### src/rtl/seq_divider.sv
// seq_divider: restoring shift-subtract divider producing one quotient bit per clock.
// Define DIV_SIGNED_EN to add the sgn input for two's-complement operands.
module seq_divider #(
    parameter int WIDTH = 8
) (
    input  logic             clk,
    input  logic             rst,
    input  logic             start,
    input  logic [WIDTH-1:0] A,
    input  logic [WIDTH-1:0] B,
`ifdef DIV_SIGNED_EN
    input  logic             sgn,
`endif
    output logic             busy,
    output logic             done,
    output logic [WIDTH-1:0] Q,
    output logic [WIDTH-1:0] R,
    output logic             div_zero
);

    localparam int CNT_W = $clog2(WIDTH + 1);

    typedef enum logic [1:0] {
        IDLE,
        RUN,
        DONE
    } state_t;

    state_t           r_state;
    state_t           w_state_next;

    logic [CNT_W-1:0] r_cnt;
    logic [WIDTH-1:0] r_dividend;
    logic [WIDTH-1:0] r_divisor;
    logic [WIDTH-1:0] r_rem;
    logic [WIDTH-1:0] r_q;
    logic [WIDTH-1:0] r_r;
    logic             r_div_zero;
    logic             r_neg_q;
    logic             r_neg_r;

    logic             w_sgn;
    logic             w_a_neg;
    logic             w_b_neg;
    logic [WIDTH-1:0] w_a_mag;
    logic [WIDTH-1:0] w_b_mag;
    logic             w_b_zero;
    logic             w_last;
    logic [WIDTH:0]   w_shifted;
    logic [WIDTH:0]   w_diff;
    logic             w_qbit;
    logic [WIDTH-1:0] w_rem_next;
    logic [WIDTH-1:0] w_q_mag;
    logic [WIDTH-1:0] w_q_final;
    logic [WIDTH-1:0] w_r_final;

`ifdef DIV_SIGNED_EN
    assign w_sgn = sgn;
`else
    assign w_sgn = 1'b0;
`endif

    // Operands are reduced to magnitudes at capture; signs are re-applied on entry to DONE.
    assign w_a_neg  = w_sgn & A[WIDTH-1];
    assign w_b_neg  = w_sgn & B[WIDTH-1];
    assign w_a_mag  = w_a_neg ? (~A + WIDTH'(1)) : A;
    assign w_b_mag  = w_b_neg ? (~B + WIDTH'(1)) : B;
    assign w_b_zero = (B == '0);

    assign w_last = (r_cnt == CNT_W'(WIDTH - 1));

    // One restoring step: shift in the next dividend MSB, trial-subtract, keep or restore.
    assign w_shifted  = {r_rem, r_dividend[WIDTH-1]};
    assign w_diff     = w_shifted - {1'b0, r_divisor};
    assign w_qbit     = ~w_diff[WIDTH];
    assign w_rem_next = w_qbit ? w_diff[WIDTH-1:0] : w_shifted[WIDTH-1:0];

    assign w_q_mag   = {r_dividend[WIDTH-2:0], w_qbit};
    assign w_q_final = r_neg_q ? (~w_q_mag + WIDTH'(1)) : w_q_mag;
    assign w_r_final = r_neg_r ? (~w_rem_next + WIDTH'(1)) : w_rem_next;

    always_ff @(posedge clk) begin
        if (rst) begin
            r_state <= IDLE;
        end else begin
            r_state <= w_state_next;
        end
    end

    // NOTE: every output of this block gets a default first so no path leaves one unassigned (no latch).
    always_comb begin
        w_state_next = r_state;
        busy         = 1'b1;
        done         = 1'b0;
        case (r_state)
            IDLE: begin
                busy = 1'b0;
                if (start) begin
                    w_state_next = w_b_zero ? DONE : RUN;
                end
            end
            RUN: begin
                if (w_last) begin
                    w_state_next = DONE;
                end
            end
            DONE: begin
                done         = 1'b1;
                w_state_next = IDLE;
            end
            default: begin
                w_state_next = IDLE;
            end
        endcase
    end

    // NOTE: sequential state uses non-blocking assignments so all registers see pre-edge values.
    always_ff @(posedge clk) begin
        if (rst) begin
            r_cnt      <= '0;
            r_dividend <= '0;
            r_divisor  <= '0;
            r_rem      <= '0;
            r_q        <= '0;
            r_r        <= '0;
            r_div_zero <= 1'b0;
            r_neg_q    <= 1'b0;
            r_neg_r    <= 1'b0;
        end else begin
            case (r_state)
                IDLE: begin
                    if (start) begin
                        r_cnt     <= '0;
                        r_rem     <= '0;
                        r_divisor <= w_b_mag;
                        r_neg_q   <= w_a_neg ^ w_b_neg;
                        r_neg_r   <= w_a_neg;
                        if (w_b_zero) begin
                            r_dividend <= A;
                            r_q        <= '1;
                            r_r        <= A;
                            r_div_zero <= 1'b1;
                        end else begin
                            r_dividend <= w_a_mag;
                        end
                    end
                end
                RUN: begin
                    r_dividend <= w_q_mag;
                    r_rem      <= w_rem_next;
                    r_cnt      <= r_cnt + CNT_W'(1);
                    if (w_last) begin
                        r_q        <= w_q_final;
                        r_r        <= w_r_final;
                        r_div_zero <= 1'b0;
                    end
                end
                default: begin
                end
            endcase
        end
    end

    assign Q        = r_q;
    assign R        = r_r;
    assign div_zero = r_div_zero;

endmodule
### config.mk
export PLATFORM = sky130hd
export DESIGN_NAME = seq_divider
export DESIGN_NICKNAME = d
export VERILOG_FILES = /design/src/rtl/seq_divider.sv
export SDC_FILE = /design/constraint.sdc
export NUM_CORES = 1
export LEC_CHECK = 0
export BUFFER_PORTS_ARGS = -buffer_cell sky130_fd_sc_hd__buf_4
export CORE_ASPECT_RATIO = 0.7
export CORE_UTILIZATION = 63
export CTS_BUF_LIST = sky130_fd_sc_hd__clkbuf_4
export DETAILED_ROUTE_END_ITERATION = 6
export PLACE_DENSITY = 0.88
export SYNTH_ARGS = -nofsm -noshare
export SYNTH_HDL_FRONTEND = slang
export SYNTH_SLANG_ARGS = --single-unit
export TNS_END_PERCENT = 20
### constraint.sdc
create_clock -name clk -period 6.9 [get_ports clk]
set_input_delay 1.38 -clock clk [delete_from_list [all_inputs] [get_ports clk]]
set_output_delay 1.38 -clock clk [all_outputs]
set_load 0.02 [all_outputs]
==> results.cfg <==
[route]
detail_route.first_pass.iterations = 5
drc_errors = 0
vias = 2333
wl_per_cell_um = 15.4
drtIter0Drc = 258
wirelength_mm = 5.87
viasPerCell = 6.11
ant_nets = 0

[synthesis]
synth_edf_count = 0
syn_area_um2 = 2460
synth_top_flop_cell = dfxtp_1
yosysSeqAreaShare_pct = 38.3
synth_nets = 333
ys_ff_latch = 47
avgSynthCellArea_um2 = 8.08
syn_inst = 304
synth-async-reset-ratio_pct = 0
yosysWarnings = 0
ys_types = 50

[timing]
fmax_ghz = 0.322
tns_ps = 0
drv_slew = 0
relSlewSlack_pct = 35.0
period_minus_slack_ps = 3110
fin_crit_sh_pct = 45.0
worst_pin_slew_ps = 971
fin_worst_skew_ps = 17.1
finalSetupViolCount = 0
finalHoldViolCount = 0
rsz0062_at_grt = no

[global_route]
grt_pass1_wl_mm = 9.65
grt-ovfl-total = 0
grt_max_degree = 49
antenna_found_initial = 0
gr-usage-all-layers_pct = 30.2
grt_pass1_vias = 2010

[pwr]
leakage_nw = 1.14
p_int_w = 0.000494
power_frac_comb_pct = 29.9
p_switching_w = 0.000235
clkPwrFrac_pct = 27.8
powerDensity_nw_per_um2 = 257
p_sw_share_pct = 32.2
max-vdd-ir-drop_mv = 0.234
seqPwrFrac_pct = 42.4

[die]
initial_core_util_pct = 67.7
coreArea_um2 = 3630
floorplan.io_pins = 38
rows = 18
die_area_um2 = 4160
die_h_um = 54.2
die-width_um = 76.6

[placement]
numPlacedInstances = 374
gp_congestion = 0.836
place_hpwl_mm = 4.20
port-buffer-count = 37

[worst_setup_path]
r2r.worst_path.cells = 9
startpoint_type = flop
cp_data_arrival_time_ps = 3390
criticalPathCategory = flop to flop
crit_fanout = 16
required_ps = 7180
worstSetupEndpointType = flop

[flow_run]
drv_cap = 0

[clock_tree]
clk_path_buf_depth = 2
postCtsSetupBuffers = 0
clock_latency_ps = 360
cts_tree = built
postCtsResizedCells = 0
clk_pin_slew_ps = 150
hold_buffers = 0
clock_sinks = 47
ctsHtreeMaxLevel = 2
cts_buffers = 5
root_buffer = clkbuf_4

[cells_and_area]
drive_gt1_share_pct = 16.9
final_util_pct = 78.1
num_antenna_cells = 0
synthToLayoutAreaGrowth_pct = 15.3
final_cells = 382
nets = 360

[min_path]
hp-class = flop to flop
holdPathStages = 2

[status]
status = complete, no violations
routing by layer:
metal / vias to the layer above / GRT usage (%) / wire [um]
met4: 0 / 5.77 / 70
met2: 89 / 48.0 / 2620
met5: - / 0 / 0
met3: 10 / 7.33 / 393
met1: 1098 / 42.4 / 2790
li1: 1136 / - / -
synthesized netlist by cell type (all sizes together), types with 3 or more instances:
library cell | count | area (um^2)
dfxtp | 47 | 941
nand2 | 47 | 176
nor2 | 40 | 150
a21oi | 24 | 139
clkbuf | 15 | 56.3
inv | 14 | 52.6
o21ai | 12 | 60.1
a311oi | 11 | 96.3
ha | 9 | 113
o22ai | 8 | 50.1
a211oi | 6 | 57.6
nand2b | 6 | 37.5
nand3 | 6 | 30.0
nand3b | 5 | 37.5
a31oi | 4 | 25.0
nor2b | 4 | 25.0
buf | 3 | 21.3
mux2i | 3 | 30.0
nor3 | 3 | 15.0
nor4 | 3 | 18.8
o211ai | 3 | 27.5
o21a | 3 | 22.5
flip-flops by register name, summed over array words and instances, names as in the netlist:
register,count
Q,8
R,8
div_zero,1
r_cnt,4
r_dividend,8
r_divisor,8
r_rem,8
r_state,2
layout make-up:
cell class / instances / area (um^2)
Timing Repair Buffer: 38 / 285
Clock buffer: 5 / 37.5
Multi-Input combinational cell: 225 / 1390
Inverter: 14 / 52.6
Tap cell: 50 / 62.6
Fill cell: 254 / 795
Sequential cell: 47 / 941
Clock inverter: 3 / 67.6
kinds of logic (layout without fill, tap and decap cells):
| group | after synthesis | in the layout | share of synthesized area [%] |
|---|---|---|---|
| buffers and inverters | 32 | 60 | 5.30 |
| XOR/XNOR | 2 | 2 | 0.713 |
| flip-flops | 47 | 47 | 38.3 |
| adder cells (fa/ha/maj) | 10 | 10 | 5.40 |
| multiplexers | 5 | 5 | 2.14 |
| AND/OR/NAND/NOR | 120 | 120 | 21.8 |
| AO/OA/AOI/OAI | 88 | 88 | 26.4 |
final timing paths:
path	startpoint	end	slack, ps
worst max-delay path	r_dividend[7]	R[1]	3790
worst min-delay path	r_divisor[2]	r_divisor[2]	470
worst max register to register	r_dividend[7]	R[1]	3790
worst min register to register	r_divisor[2]	r_divisor[2]	470
worst max-delay path, cell delays in order, from the launching register on:
cell,delay (ps)
dfxtp_1,350
inv_1,70
ha_1,200
inv_1,70
fa_1,450
a211oi_4,340
o211ai_2,160
a221oi_4,720
mux2_2,460
a311oi_1,200
per-stage QoR:
stage	instance area, um^2	worst slack, ps	power, W	hold WS, ps
detailed placement	2730	3650	0.000527	447
finish	2830	3790	0.000729	465
floorplan	2460	4270	0.000478	436
global placement	2730	3700	0.000521	445
global route	2830	3680	0.000762	492
CTS	2830	3840	0.000725	466
power by group through the flow:
| stage | sequential, W | clock, W | combinational, W |
|---|---|---|---|
| finish | 0.000309 | 0.000202 | 0.000218 |
| global placement | 0.000313 | 0 | 0.000208 |
| global route | 0.000311 | 0.000212 | 0.000238 |
| CTS | 0.000308 | 0.000201 | 0.000215 |
| detailed placement | 0.000314 | 0 | 0.000213 |
| floorplan | 0.000318 | 0 | 0.000160 |
cells in the final DEF, fill, tap and decap left out, drive strengths merged, types with 6 or more instances in the layout:
master,netlist,final
dfxtp,47,47
nand2,47,47
nor2,40,40
buf,3,38
a21oi,24,24
inv,14,14
o21ai,12,12
a311oi,11,11
ha,9,9
o22ai,8,8
nand2b,6,6
nand3,6,6
a211oi,6,6
(Power assumes the default switching activity.)
